<file path="config.mk">
export PLATFORM = sky130hd
export DESIGN_NAME = debug_sba_engine
export DESIGN_NICKNAME = d
export VERILOG_FILES = /design/src/rtl/debug_sba_engine.sv
export SDC_FILE = /design/constraint.sdc
export NUM_CORES = 1
export LEC_CHECK = 0
export ABC_AREA = 1
export CELL_PAD_IN_SITES_DETAIL_PLACEMENT = 0
export CELL_PAD_IN_SITES_GLOBAL_PLACEMENT = 2
export CORE_MARGIN = 2
export CORE_UTILIZATION = 31
export CTS_BUF_LIST = sky130_fd_sc_hd__clkbuf_16
export CTS_CLUSTER_DIAMETER = 60
export DETAILED_ROUTE_END_ITERATION = 16
export PLACE_DENSITY = 0.93
export SLEW_MARGIN = 20
export SYNTH_ARGS = -nofsm -noshare
export SYNTH_HDL_FRONTEND = slang
export SYNTH_SLANG_ARGS = --single-unit
</file>
<file path="constraint.sdc">
create_clock -name clk -period 3.4 [get_ports clk]
set_clock_uncertainty 0.05 [all_clocks]
set_input_delay 0.51 -clock clk [delete_from_list [all_inputs] [get_ports clk]]
set_output_delay 0.51 -clock clk [all_outputs]
set_load 0.01 [all_outputs]
</file>
<file path="src/rtl/debug_sba_engine.sv">
// RISC-V debug system-bus-access engine: DMI-mapped sbcs/sbaddress/sbdata driving a valid/ready bus master.
// DMI ack one cycle after accept; bus request held until bus_req_ready; response awaited up to TIMEOUT_CYC cycles.
module debug_sba_engine #(
  parameter int ADDR_W      = 32,
  parameter int DATA_W      = 32,
  parameter int TIMEOUT_CYC = 255
) (
  input  logic              clk,
  input  logic              rst_n,
  input  logic              dmactive,
  input  logic              dmi_req,
  input  logic [1:0]        dmi_op,
  input  logic [6:0]        dmi_addr,
  input  logic [31:0]       dmi_wdata,
  output logic              dmi_ack,
  output logic [31:0]       dmi_rdata,
  output logic [1:0]        dmi_resp,
  output logic              bus_req_valid,
  input  logic              bus_req_ready,
  output logic              bus_we,
  output logic [ADDR_W-1:0] bus_addr,
  output logic [2:0]        bus_size,
  output logic [DATA_W-1:0] bus_wdata,
  input  logic              bus_rsp_valid,
  input  logic [DATA_W-1:0] bus_rsp_data,
  input  logic              bus_rsp_err,
  output logic              bus_abort
);

  localparam bit HAS_A1 = (ADDR_W > 32);
  localparam bit HAS_D1 = (DATA_W == 64);

  typedef enum logic [1:0] {S_IDLE, S_REQ, S_RESP} state_t;
  state_t r_state, w_state_nxt;

  logic              r_sbbusyerror, r_sbreadonaddr, r_sbautoinc, r_sbreadondata, r_we;
  logic [2:0]        r_sbaccess, r_sberror, r_size;
  logic [ADDR_W-1:0] r_sbaddress, r_addr;
  logic [DATA_W-1:0] r_sbdata, r_wdata;
  logic [15:0]       r_cnt;

  logic w_acc, w_rd, w_wr, w_busy, w_busyerr_set, w_trig, w_trig_we, w_blocked;
  logic w_sel_cs, w_sel_a0, w_sel_a1, w_sel_d0, w_sel_d1;
  logic w_unsup, w_misal, w_start, w_chk_err, w_tmo, w_timeout, w_rsp_ok, w_rsp_err;
  logic [63:0]       w_addr64, w_data64;
  logic [ADDR_W-1:0] w_addr_a0_new, w_addr_a1_new, w_trig_addr, w_align_mask;
  logic [DATA_W-1:0] w_data_d0_new, w_data_d1_new, w_trig_data;
  logic [31:0]       w_rdata;

  function automatic logic [DATA_W-1:0] f_size_mask(input logic [2:0] sz);
    logic [DATA_W-1:0] m;
    m = '0;
    for (int i = 0; i < DATA_W/8; i++)
      if (i < (1 << sz)) m[i*8 +: 8] = 8'hFF;
    return m;
  endfunction

  assign w_acc    = dmi_req && !dmi_ack;
  assign w_rd     = w_acc && (dmi_op == 2'd1);
  assign w_wr     = w_acc && (dmi_op == 2'd2);
  assign w_sel_cs = (dmi_addr == 7'h38);
  assign w_sel_a0 = (dmi_addr == 7'h39);
  assign w_sel_a1 = (dmi_addr == 7'h3A) && HAS_A1;
  assign w_sel_d0 = (dmi_addr == 7'h3C);
  assign w_sel_d1 = (dmi_addr == 7'h3D) && HAS_D1;
  assign w_busy   = (r_state != S_IDLE);

  // 64-bit views let the 32-bit DMI halves be spliced in for any legal width
  assign w_addr64      = 64'(r_sbaddress);
  assign w_data64      = 64'(r_sbdata);
  assign w_addr_a0_new = ADDR_W'({w_addr64[63:32], dmi_wdata});
  assign w_addr_a1_new = ADDR_W'({dmi_wdata, w_addr64[31:0]});
  assign w_data_d0_new = DATA_W'({w_data64[63:32], dmi_wdata});
  assign w_data_d1_new = DATA_W'({dmi_wdata, w_data64[31:0]});

  assign w_busyerr_set = (w_rd || w_wr) && (w_sel_a0 || w_sel_a1 || w_sel_d0 || w_sel_d1) && w_busy;
  assign w_trig_we     = w_wr && w_sel_d0;
  assign w_trig        = !w_busy && (w_trig_we || (w_wr && w_sel_a0 && r_sbreadonaddr) ||
                                     (w_rd && w_sel_d0 && r_sbreadondata));
  assign w_blocked     = (r_sberror != 3'd0) || r_sbbusyerror;
  assign w_trig_addr   = (w_wr && w_sel_a0) ? w_addr_a0_new : r_sbaddress;
  assign w_trig_data   = w_trig_we ? w_data_d0_new : r_sbdata;
  assign w_unsup       = (r_sbaccess > 3'd3) || ((r_sbaccess == 3'd3) && !HAS_D1);
  assign w_align_mask  = ADDR_W'((64'd1 << r_sbaccess) - 64'd1);
  assign w_misal       = |(w_trig_addr & w_align_mask);
  assign w_chk_err     = w_trig && !w_blocked && (w_unsup || w_misal);
  assign w_start       = w_trig && !w_blocked && !w_unsup && !w_misal;
  assign w_tmo         = (r_cnt == 16'(TIMEOUT_CYC));

  always_comb begin
    w_rdata = '0;
    if (w_sel_cs)
      w_rdata = {3'd1, 6'd0, r_sbbusyerror, w_busy, r_sbreadonaddr, r_sbaccess, r_sbautoinc,
                 r_sbreadondata, r_sberror, 7'(ADDR_W), 1'b0, HAS_D1, 3'b111};
    else if (w_sel_a0) w_rdata = w_addr64[31:0];
    else if (w_sel_a1) w_rdata = w_addr64[63:32];
    else if (w_sel_d0) w_rdata = w_data64[31:0];
    else if (w_sel_d1) w_rdata = w_data64[63:32];
  end

  always_ff @(posedge clk or negedge rst_n) begin
    if (!rst_n) r_state <= S_IDLE;
    else if (!dmactive) r_state <= S_IDLE;
    else r_state <= w_state_nxt;
  end

  always_comb begin
    w_state_nxt   = r_state;
    w_timeout     = 1'b0;
    w_rsp_ok      = 1'b0;
    w_rsp_err     = 1'b0;
    bus_req_valid = 1'b0;
    case (r_state)
      S_IDLE: if (w_start) w_state_nxt = S_REQ;
      S_REQ: begin
        if (w_tmo) begin
          w_timeout   = 1'b1;
          w_state_nxt = S_IDLE;
        end else begin
          bus_req_valid = 1'b1;
          if (bus_req_ready) w_state_nxt = S_RESP;
        end
      end
      S_RESP: begin
        // a response in the deadline cycle still counts as on time
        if (bus_rsp_valid) begin
          w_rsp_err   = bus_rsp_err;
          w_rsp_ok    = !bus_rsp_err;
          w_state_nxt = S_IDLE;
        end else if (w_tmo) begin
          w_timeout   = 1'b1;
          w_state_nxt = S_IDLE;
        end
      end
      default: w_state_nxt = S_IDLE;
    endcase
  end

  assign bus_abort = w_timeout;
  assign bus_we    = r_we;
  assign bus_addr  = r_addr;
  assign bus_size  = r_size;
  assign bus_wdata = r_wdata;
  assign dmi_resp  = 2'd0;

  always_ff @(posedge clk or negedge rst_n) begin
    if (!rst_n) r_cnt <= '0;
    else if (!dmactive || r_state == S_IDLE) r_cnt <= '0;
    else r_cnt <= r_cnt + 16'd1;
  end

  always_ff @(posedge clk or negedge rst_n) begin
    if (!rst_n) begin
      dmi_ack   <= 1'b0;
      dmi_rdata <= '0;
    end else begin
      dmi_ack   <= w_acc;
      dmi_rdata <= w_rd ? w_rdata : 32'd0;
    end
  end

  always_ff @(posedge clk or negedge rst_n) begin
    if (!rst_n) begin
      r_sbbusyerror <= 1'b0; r_sbreadonaddr <= 1'b0; r_sbautoinc <= 1'b0; r_sbreadondata <= 1'b0;
      r_sbaccess <= 3'd2; r_sberror <= 3'd0; r_sbaddress <= '0; r_sbdata <= '0;
      r_we <= 1'b0; r_addr <= '0; r_size <= 3'd0; r_wdata <= '0;
    end else if (!dmactive) begin
      r_sbbusyerror <= 1'b0; r_sbreadonaddr <= 1'b0; r_sbautoinc <= 1'b0; r_sbreadondata <= 1'b0;
      r_sbaccess <= 3'd2; r_sberror <= 3'd0; r_sbaddress <= '0; r_sbdata <= '0;
      r_we <= 1'b0; r_addr <= '0; r_size <= 3'd0; r_wdata <= '0;
    end else begin
      if (w_wr && w_sel_cs) begin
        if (dmi_wdata[22]) r_sbbusyerror <= 1'b0;
        r_sbreadonaddr <= dmi_wdata[20];
        r_sbaccess     <= dmi_wdata[19:17];
        r_sbautoinc    <= dmi_wdata[16];
        r_sbreadondata <= dmi_wdata[15];
        r_sberror      <= r_sberror & ~dmi_wdata[14:12];
      end
      if (w_wr && !w_busy) begin
        if (w_sel_a0) r_sbaddress <= w_addr_a0_new;
        if (w_sel_a1) r_sbaddress <= w_addr_a1_new;
        if (w_sel_d0) r_sbdata    <= w_data_d0_new;
        if (w_sel_d1) r_sbdata    <= w_data_d1_new;
      end
      if (w_busyerr_set) r_sbbusyerror <= 1'b1;
      if (w_chk_err) r_sberror <= w_unsup ? 3'd4 : 3'd3;
      if (w_start) begin
        r_we    <= w_trig_we;
        r_addr  <= w_trig_addr;
        r_size  <= r_sbaccess;
        r_wdata <= w_trig_we ? (w_trig_data & f_size_mask(r_sbaccess)) : '0;
      end
      // later assignments win so a fresh bus error overrides a same-cycle W1C
      if (w_timeout) r_sberror <= 3'd1;
      if (w_rsp_err) r_sberror <= 3'd2;
      if (w_rsp_ok) begin
        if (!r_we) r_sbdata <= bus_rsp_data & f_size_mask(r_size);
        if (r_sbautoinc) r_sbaddress <= r_sbaddress + (ADDR_W'(1) << r_size);
      end
    end
  end

endmodule

</file>
==> results.md, run 1 <==
- Status: completed
- Drt pass-1 iters: 5
- Fmax: 314.8 MHz
- Final Util: 40.91%
- Max Root-Sink Buffers: 2
- Number of global-route vias before repair: 10330
- Pin slew with the least headroom to its limit: 901.8 ps
- Top delay family on crit path: simple AND/OR/NAND/NOR gates
- Mux cell area share after synthesis: 0.2119%
- Gr ovfl total: 0
- Slowest Stage Delay on Critical Path: 530 ps
- Min Tclk post-route: 3177 ps
- DRT met1 WL: 17360 um
- Area leader, netlist: dfrtp_1
- Root Buffer: clkbuf_16
- DR top layer: met4
- Yosys reg bits: 193
- Die Area: 35790 um^2
- Global-route wire length before repair: 61260 um
- CP bufs+invs: 3
- Cts bufs inserted: 17
- Area share of the largest cell type after synthesis: 45.20%
- # setup viols final: 0
- Crit path launch type: flip-flop
- Min-delay worst type: in -> async
- Share of layout cells above drive strength 1: 7.635%
- Met3 routed WL: 2488 um
- Area contributors post-synth: dfrtp_1 (45%), nand2_1 (12%), o21ai_0 (6.7%), inv_1 (6.2%), a21oi_1 (3.9%)
- Clk Latency, worst-skew pair: 460 ps
- GP Congestion: 0.9122
- Number of flops mapped to enable cells by yosys: 0
- Post-Layout Cell Count: 2046
- Initial antenna violation count: 0
- Sequential area share after synthesis: 45.44%
- # hold bufs at CTS: 0
- Complex-gate fraction of the synthesized area: 17.90%
- Drt wl/cell: 19.41 um
- Post-synthesis adder-cell area fraction: 2.072%
- Crit share post-route: 93.44%
- Chip width: 189.2 um
- WP data arrival: 2620 ps
- Post-Synthesis Cell Area: 10630 um^2
- Synth cell types: 56
- Antenna diode count: 0
- Port bufs: 182
- Maximum vdd drop: 324.8 uV
- Kind of critical path: reg -> out
- Initial DRC Count: 894
- Critical Path Slowest Stage Cell: clkdlybuf4s50_1
- Routed Antenna Nets: 0
- PD cells: 368.0 nW/um^2
- Simple logic cell fraction of the synthesized area: 23.78%
- Count leader, synth: nand2_1
- Die Ht: 189.2 um
- RSZ-0062 raised after global routing: no
- Commonest cells in the netlist: nand2_1 (343), dfrtp_1 (192), inv_1 (175)
- H-tree depth: 4
- Initial Utilization: 31.62%
- Vias per Instance: 5.060
- Rows: 67
- Clk slew on worst S/H paths: 90 ps
- Routed wl met2: 18600 um
- CTS sink count: 193
- Synth Instances: 1398
- Syn avg cell area: 7.604 um^2
- Slew HR: 39.81%
- Worst r2r dst: bus_wdata[18]$_DFFE_PN0P_
- Worst path most repeated cell: nand2_1
- Setup WS post-layout: 223.1 ps
- XOR/XNOR Fraction of Synth Area: 1.071%
- Top-Level Pins: 185
- CP Cell Sequence: ha_1 -> nand2_1 -> nor2_1 -> nand2_1 -> nor2_1 -> nand2_1 -> nor2_2 -> nand2_1 -> inv_1 -> nand2_1 -> inv_1 -> clkdlybuf4s50_1
- CP endpoint kind: primary output
- Total of max-cap violations: 0
- R2r setup slk: 280 ps
- Critical R2R Launch: r_sbaccess[1]$_DFFE_PN1P_
- Core area: 33620 um^2
- Worst Hold Slack: 31.47 ps
- Final hold vios: 0
- Syn. warnings: 0
- Via count: 10350
- Largest net degree at the start of global routing: 70
- Main combinational cell family by area after synthesis: simple AND/OR/NAND/NOR gates
- Max Slew Vio Count: 0
- Tot GR Track Use: 22.53%
- CTS tree: built
- Number of cells on the worst reg-to-reg path: 18
- Critical path data required time: 2840 ps
- Sum Neg Setup Slack: 0 ps
- HPWL after DPL: 29900 um
- Final Net Count: 1682
- Routed WL: 39710 um
- FFs w/ async S/R, synth: 100.0%
- Ys flop type: dfrtp_1
- DP Worst Slack: -114.9 ps
- Drt drc: 0
- Area growth syn-to-layout: 29.36%
- CP Max Fanout: 4
- LEAKAGE: 6.648 nW
- Placed Cells: 2012
## report_power, final
| group | switching (mW) | leakage, nW | internal (mW) | total (mW) |
|---|---|---|---|---|
| registers | 0.0359 | 2.69 | 2.34 | 2.38 |
| clock network | 1.08 | 0.290 | 0.994 | 2.08 |
| logic | 0.376 | 3.67 | 0.227 | 0.603 |
## stage by stage
step	area [um^2]	total power, mW
5_1_grt	13750	5.268
3_5_place_dp	13140	3.025
6_report	13750	5.060
2_1_floorplan	10630	2.702
3_3_place_gp	13140	3.018
4_1_cts	13730	5.097
## cells in the final DEF, fill, tap and decap left out, types with 8 or more instances in the layout
master and n:
clkdlybuf4s50_1 181, a21oi_1 83, buf_4 47, o21ai_0 143, a211oi_1 17, nand3_1 73, xor2_1 10, ha_1 16
nor3_1 25, nor2_1 94, nand4_1 13, clkbuf_16 17, nand2_1 343, o31ai_1 8, o211ai_1 22, o21ai_1 34
inv_1 175, dfrtp_1 192
## layer usage
metal,vias up,GRT usage [%]
met3,65,4.467
met1,4995,29.92
li1,4945,-
met4,0,8.263
met5,-,0
met2,347,36.39
## cell families after synthesis
kind of cell / count (synthesis)
other: 1
XOR/XNOR: 13
adder cells (fa/ha/maj): 17
AND/OR/NAND/NOR: 584
AO/OA/AOI/OAI: 338
flip-flops: 193
buffers and inverters: 250
multiplexers: 2
## worst max-delay path by stage
stage	depth (start not counted)	slack (ps)	end	startpoint
floorplan	22	610	bus_addr[26]$_DFFE_PN0P_	r_sbaccess[1]$_DFFE_PN1P_
global placement	14	-90	bus_wdata[1]$_DFFE_PN0P_	dmi_addr[5]
detailed placement	14	-110	bus_wdata[3]$_DFFE_PN0P_	dmi_addr[5]
CTS	12	110	bus_abort	r_cnt[0]$_DFF_PN0_
global route	12	8	bus_abort	r_cnt[0]$_DFF_PN0_
finish	12	220	bus_abort	r_cnt[0]$_DFF_PN0_
## cell type report
cell class | count | area [um^2]
tap | 448 | 560.5
multi-input combinational | 956 | 4805
inverter | 183 | 686.9
clock inverter | 15 | 163.9
clock buffer | 17 | 425.4
fill | 3454 | 19870
sequential | 193 | 4831
timing repair buffer | 234 | 2278
## flip-flops by register name (all words and copies together), names as in the netlist
register        flops
bus_addr           32
bus_wdata          32
dmi_rdata          32
r_sbaddress        32
r_sbdata           32
r_cnt              16
bus_size            3
r_sbaccess          3
r_sberror           3
r_state             2
bus_we              1
dmi_ack             1
r_sbautoinc         1
r_sbbusyerror       1
r_sbreadonaddr      1
r_sbreadondata      1
## timing repair
| item | in CTS | in global routing |
|---|---|---|
| gates resized for setup | 0 | 2 |
| setup endpoints to repair | 0 | 29 |
| setup buffers | 0 | 2 |
Power figures use the tool's default switching activity.
==> run 2, diff against run 1 <==
- CORE_UTILIZATION: 31 -> 37
- DONT_BUFFER_PORTS: unset -> 1
==> run 2 against run 1 <==
Net effect: the run now ends with negative hold slack left; register-to-register slack better by 50 ps; final area down 15%; global-route usage up 2.2 points; flip-flop and latch count unchanged; die area down 16%; sequential share of layout area up 6.3 points; critical path depth up 6; setup slack better by 110 ps; routed wire length down 6.7%; non-clock buffer count down 200.
==> results.md, run 2 (synthesis results as in run 1) <==
- Vias per Instance: 5.440 (+7.5%)
- Critical path data required time: 3690 ps (+850 ps)
- Min Tclk post-route: 3065 ps (-111.5 ps)
- Cts bufs inserted: 17 (unchanged)
- Initial Utilization: 37.34% (+5.7 points)
- CP endpoint kind: flip-flop
- Global-route wire length before repair: 56600 um (-7.6%)
- Die Area: 30100 um^2 (-16%)
- Worst Hold Slack: -293.5 ps (-325.0 ps)
- Rows: 62 (-7.5%)
- Final hold vios: 193 (+193)
- LEAKAGE: 5.877 nW (-12%)
- Tot GR Track Use: 24.68% (+2.2 points)
- Max Slew Vio Count: 0 (unchanged)
- H-tree depth: 4 (unchanged)
- Kind of critical path: reg -> reg
- Via count: 9694 (-6.4%)
- Fmax: 326.2 MHz (+3.6%)
- Routed Antenna Nets: 0 (unchanged)
- Largest net degree at the start of global routing: 194 (+180%)
- Final Net Count: 1482 (-12%)
- CTS sink count: 193 (unchanged)
- Commonest non-fill, non-tap cells in the layout: nand2_1 (343), dfrtp_1 (192), inv_1 (175), o21ai_0 (143), nor2_1 (95)
- Initial DRC Count: 974 (+8.9%)
- Reg power frac: 50.0% (+3.0 points)
- RSZ-0062 raised after global routing: no
- Switch Pwr: 1.314 mW (-12%)
- Drt pass-1 iters: 5 (unchanged)
- Most common library cell in the layout ignoring fill and taps: nand2_1
- PD cells: 407.5 nW/um^2 (+11%)
- Crit path launch type: flip-flop
- Antenna diode count: 0 (unchanged)
- Drt drc: 0 (unchanged)
- Max Root-Sink Buffers: 2 (unchanged)
- Fill count: 2920 (-15%)
- Drt wl/cell: 20.80 um (+7.2%)
- CP Max Fanout: 27 (+23)
- Port bufs: 0 (-100%)
- Area growth syn-to-layout: 9.734%
- Root Buffer: clkbuf_16
- Sum Neg Setup Slack: 0 ps (unchanged)
- GP Congestion: 0.8948 (-1.9%)
- WP data arrival: 3350 ps (+730 ps)
- Switching share of power: 27.65% (-1.9 points)
- Pin slew with the least headroom to its limit: 842.9 ps (-58.93 ps)
- Die Ht: 173.5 um (-8.3%)
- Min-delay worst type: in -> async
- Initial antenna violation count: 1 (+1)
- Slew HR: 43.75% (+3.9 points)
- Top-Level Pins: 185 (unchanged)
- Core area: 28470 um^2 (-15%)
- Number of global-route vias before repair: 9339 (-9.6%)
- Chip width: 173.5 um (-8.3%)
- Crit share post-route: 90.16% (-3.3 points)
- Total of max-cap violations: 0 (unchanged)
- Routed WL: 37060 um (-6.7%)
- # setup viols final: 0 (unchanged)
- CTS tree: built
- Status: finished with violations
- Internal cell power: 3.439 mW (-3.5%)
- Clk Latency, worst-skew pair: 450 ps (about the same)
- Logic pwr share: 8.6% (-3.3 points)
- HPWL after DPL: 27000 um (-9.7%)
- Clk slew on worst S/H paths: 80 ps (about the same)
- Maximum vdd drop: 334.4 uV (+3.0%)
- Gr ovfl total: 0 (unchanged)
- Clock Power Share: 41.3% (+0.2 points)
- Share of layout cells above drive strength 1: 7.296% (-0.34 points)
- Failing checks: negative hold slack
[run 2: cell types whose count changed in the layout (fill, tap and decap cells not counted)]
| cell | delta |
|---|---|
| clkbuf_8 | -1 |
| buf_4 | -17 |
| buf_12 | -1 |
| inv_8 | -4 |
| clkinv_8 | -2 |
| clkinv_1 | +1 |
| nand3_2 | +1 |
| nand3_1 | -1 |
| clkdlybuf4s50_1 | -181 |
| clkinvlp_4 | +1 |
| clkinv_4 | +3 |
| nor2_1 | +1 |
| nor2_2 | -1 |
| clkinv_2 | +1 |
[run 2: through the flow]
stage / std cells / total power [mW] / cell area (um^2) / worst slack, ps / util [%]
2_1_floorplan: 1399 / 2.702 / 10630 / 608.8 / -
3_3_place_gp: 1749 / 2.824 / 11090 / 343.2 / 38.96
3_5_place_dp: 1749 / 2.830 / 11090 / 294.3 / 38.96
4_1_cts: 1781 / 4.795 / 11650 / 287.9 / 40.91
5_1_grt: 1782 / 4.912 / 11660 / 13.24 / 40.97
6_report: 1782 / 4.754 / 11660 / 334.5 / 40.97
[run 2: path summary, 6_finish.rpt]
kind	cells past startpoint	from	slack (ps)	to
worst max-delay path	18	r_sbaccess[1]$_DFFE_PN1P_	330	bus_addr[28]$_DFFE_PN0P_
worst min-delay path	0	rst_n	-290	dmi_ack$_DFF_PN0_
worst max register to register	18	r_sbaccess[1]$_DFFE_PN1P_	330	bus_addr[28]$_DFFE_PN0P_
worst min register to register	1	r_cnt[0]$_DFF_PN0_	410	r_cnt[0]$_DFF_PN0_
max in group asynchronous	0	rst_n	3290	bus_wdata[3]$_DFFE_PN0P_
min in group clk	2	dmactive	130	r_sbdata[10]$_DFF_PN0_
[run 2: per-layer routing]
metal | track usage [%] | wire (um) | vias up
li1 | - | - | 4548
met1 | 32.73 | 16110 | 4707
met2 | 39.62 | 17180 | 368
met3 | 4.934 | 2539 | 69
met4 | 10.03 | 1221 | 2
met5 | 0 | 13 | -
[run 2: layout make-up]
type                            instances  area (um^2)  area share [%]
Sequential cell                       193         4831           41.41
Inverter                              183        686.9           5.889
Multi-Input combinational cell        956         4807           41.21
Clock inverter                         15        128.9           1.105
Timing Repair Buffer                   34        305.3           2.617
Clock buffer                           17        425.4           3.647
Tap cell                              384        480.5           4.119
[run 2: critical path, cell delays in order, from the launching register on]
cell and delay, ps:
dfstp_2 660, nor2_1 80, inv_1 110, nor2_1 90, inv_1 80, ha_1 220, inv_1 100, nor2_1 110
nor3_1 60, nand3_1 70, nand2_1 50, nor2_1 130, nand2_1 70, nor2_2 180, nand3_2 140, nand2_2 180
inv_2 160, buf_12 200, a22o_1 180
[run 2: power by group through the flow]
stage	Clock, mW	Sequential (mW)	Combinational, mW
floorplan	0	2.41	0.288
global placement	0	2.42	0.402
detailed placement	0	2.42	0.407
CTS	2.01	2.38	0.409
global route	2.06	2.38	0.463
finish	1.96	2.38	0.410
[run 2: repair_timing]
action,CTS,global route
hold endpoints to repair,193,193
resized for setup,0,2
endpoints found under the setup margin,0,4
buffers inserted,0,1
==> run 3, diff against run 2 <==
- CORE_MARGIN: 2 -> 5
- SLEW_MARGIN: 20 -> 5
==> run 3 against run 2 <==
Net effect: the run still ends with negative hold slack left; final area is 0.46% higher; utilization increased by 0.077 points; combinational power is 2% lower; die area up 7.0%; sequential share of layout area is 0.18 points lower; maximum frequency is 2.8% lower; final cell count up 0.22%; largest cell class unchanged.
==> results.md, run 3 (synthesis results as in run 1) <==
- Clk Latency, worst-skew pair: 450 ps (about the same)
- Critical path data required time: 3660 ps (-30 ps)
- Pwr Total: 4.892 mW (+2.9%)
- Port bufs: 0 (unchanged)
- RSZ-0062 raised after global routing: yes
- Commonest non-fill, non-tap cells in the layout: nand2_1 (343), dfrtp_1 (191), inv_1 (175), o21ai_0 (143), nor2_1 (95)
- Slew HR: 48.29% (+4.5 points)
- WP data arrival: 3410 ps (+60 ps)
- Die Area: 32220 um^2 (+7.0%)
- Internal cell power: 3.580 mW (+4.1%)
- Area growth syn-to-layout: 10.24%
- Core area: 28550 um^2 (+0.27%)
- Total of max-cap violations: 0 (unchanged)
- Pin slew with the least headroom to its limit: 774.8 ps (-68.05 ps)
- Post-Layout Cell Count: 1786 (+0.22%)
- Placed Cells: 1752 (+0.17%)
- Drt drc: 0 (unchanged)
- Top delay family on crit path: simple AND/OR/NAND/NOR gates
- Logic pwr share: 8.2% (-0.4 points)
- CP Max Fanout: 42 (+56%)
- Setup WS post-layout: 247.2 ps (-87.31 ps)
- Most common library cell in the layout ignoring fill and taps: nand2_1
- # setup viols final: 0 (unchanged)
- Worst Hold Slack: -279.1 ps (+14.43 ps)
- Max Slew Vio Count: 0 (unchanged)
- Chip width: 179.5 um (+3.5%)
- Final Util: 41.05% (+0.077 points)
- H-tree depth: 4 (unchanged)
- Min Tclk post-route: 3153 ps (+87.31 ps)
- Initial DRC Count: 803 (-18%)
- Drt pass-1 iters: 5 (unchanged)
- Critical Path Slowest Stage Cell: dfrtp_1
- Slowest Stage Delay on Critical Path: 420 ps (-240 ps)
- Switch Pwr: 1.312 mW (-0.16%)
- Switching share of power: 26.82% (-0.83 points)
- Drt wl/cell: 21.18 um (+1.9%)
- Root Buffer: clkbuf_16
- HPWL after DPL: 27930 um (+3.5%)
- LEAKAGE: 5.896 nW (+0.33%)
- Tot GR Track Use: 23.10% (-1.6 points)
- Failing checks: negative hold slack
- Gr ovfl total: 0 (unchanged)
- CP endpoint kind: flip-flop
- Worst path most repeated cell: nand2_1
- Crit share post-route: 92.73% (+2.6 points)
- Maximum vdd drop: 356.9 uV (+6.7%)
- Max Root-Sink Buffers: 2 (unchanged)
- Die Ht: 179.5 um (+3.5%)
- CTS sink count: 193 (unchanged)
- Kind of critical path: reg -> reg
- Clock Power Share: 43.2% (+1.9 points)
- Largest net degree at the start of global routing: 194 (unchanged)
- CP Cell Sequence: inv_1 -> nand2_2 -> nor2_8 -> buf_4 -> inv_2 -> nor2_4 -> nand2_1 -> nand2_1 -> nand2_1 -> nor2_1 -> nand3_1 -> nand2_2 -> nand3_2 -> nand2_4 -> inv_2 -> buf_12 -> nand2_1 -> o21ai_0
- Status: finished with violations
- Initial antenna violation count: 1 (unchanged)
- PD cells: 417.5 nW/um^2 (+2.4%)
- Crit path launch type: flip-flop
- GP Congestion: 0.8934 (-0.16%)
- Min-delay worst type: in -> async
- Final Net Count: 1486 (+0.27%)
- Initial Utilization: 37.24% (-0.10 points)
- Global-route wire length before repair: 58080 um (+2.6%)
- Top-Level Pins: 185 (unchanged)
- Reg power frac: 48.6% (-1.4 points)
- CTS tree: built
- Clk slew on worst S/H paths: 80 ps (about the same)
- Antenna diode count: 0 (unchanged)
- Fmax: 317.2 MHz (-2.8%)
- Routed WL: 37830 um (+2.1%)
- Routed Antenna Nets: 0 (unchanged)
- DP Worst Slack: 176.5 ps (-117.7 ps)
- Number of global-route vias before repair: 9283 (-0.60%)
- Via count: 9652 (-0.43%)
- Vias per Instance: 5.404 (-0.66%)
- Rows: 62 (unchanged)
- Cts bufs inserted: 17 (unchanged)
- Final hold vios: 192 (-0.52%)
- CP bufs+invs: 5 (unchanged)
- Share of layout cells above drive strength 1: 7.632% (+0.34 points)
## run 3: path summary, 6_finish.rpt
path	endpoint	slack [ps]	depth (start not counted)	start
setup / recovery	bus_addr[8]$_DFFE_PN0P_	250	18	dmi_ack$_DFF_PN0_
min in group clk	r_sbdata[10]$_DFF_PN0_	150	2	dmactive
setup reg to reg	bus_addr[8]$_DFFE_PN0P_	250	18	dmi_ack$_DFF_PN0_
max in group asynchronous	r_sbaddress[6]$_DFF_PN0_	3200	0	rst_n
hold reg to reg	r_cnt[0]$_DFF_PN0_	410	1	r_cnt[0]$_DFF_PN0_
hold / removal	r_cnt[2]$_DFF_PN0_	-280	0	rst_n
## run 3: routing by layer
layer  global-route usage [%]  wire length [um]  up-vias
met4                    7.924              1221        2
met5                        0                 8        -
met2                    36.84             17470      379
met3                    6.205              2809       60
li1                         -                 -     4548
met1                    30.55             16320     4663
## run 3: what timing repair did
action                                 4_1_cts  5_1_grt
endpoints found under the hold margin      193      193
setup endpoints to repair                    0       58
gates resized for setup                      0        6
buffers inserted                             0        2
## run 3: layout make-up
cell class	instances	area (um^2)
repair buffers	38	310.3
well taps	384	480.5
multi-input cells	956	4812
inverters	183	689.4
clock buffers	17	425.4
flip-flops and latches	193	4832
fillers	2991	16830
clock inverters	15	168.9
## run 3: per-stage QoR
| step | instance area [um^2] | hold slack, ps | TNS, ps |
|---|---|---|---|
| final | 11720 | -279.1 | 0 |
| after CTS | 11690 | -297.3 | 0 |
| after global routing | 11720 | -308.1 | -6.824 |
| after floorplan | 10630 | 164.4 | 0 |
| after global placement | 11090 | 175.6 | 0 |
| after detailed placement | 11090 | 175.5 | 0 |
## run 3: worst register-to-register path: cells and delay by family (launching register included)
kind            cells  cell delay (ps)
buf+inv             5              780
simple gates       12             1650
compound gates      1               90
flops               1              420
## run 3: power by group through the flow
| stage | Sequential (mW) | Clock (mW) | Combinational (mW) |
|---|---|---|---|
| detailed placement | 2.42 | 0 | 0.397 |
| global route | 2.38 | 2.25 | 0.458 |
| CTS | 2.38 | 2.15 | 0.399 |
| global placement | 2.42 | 0 | 0.395 |
| finish | 2.38 | 2.11 | 0.401 |
| floorplan | 2.41 | 0 | 0.288 |
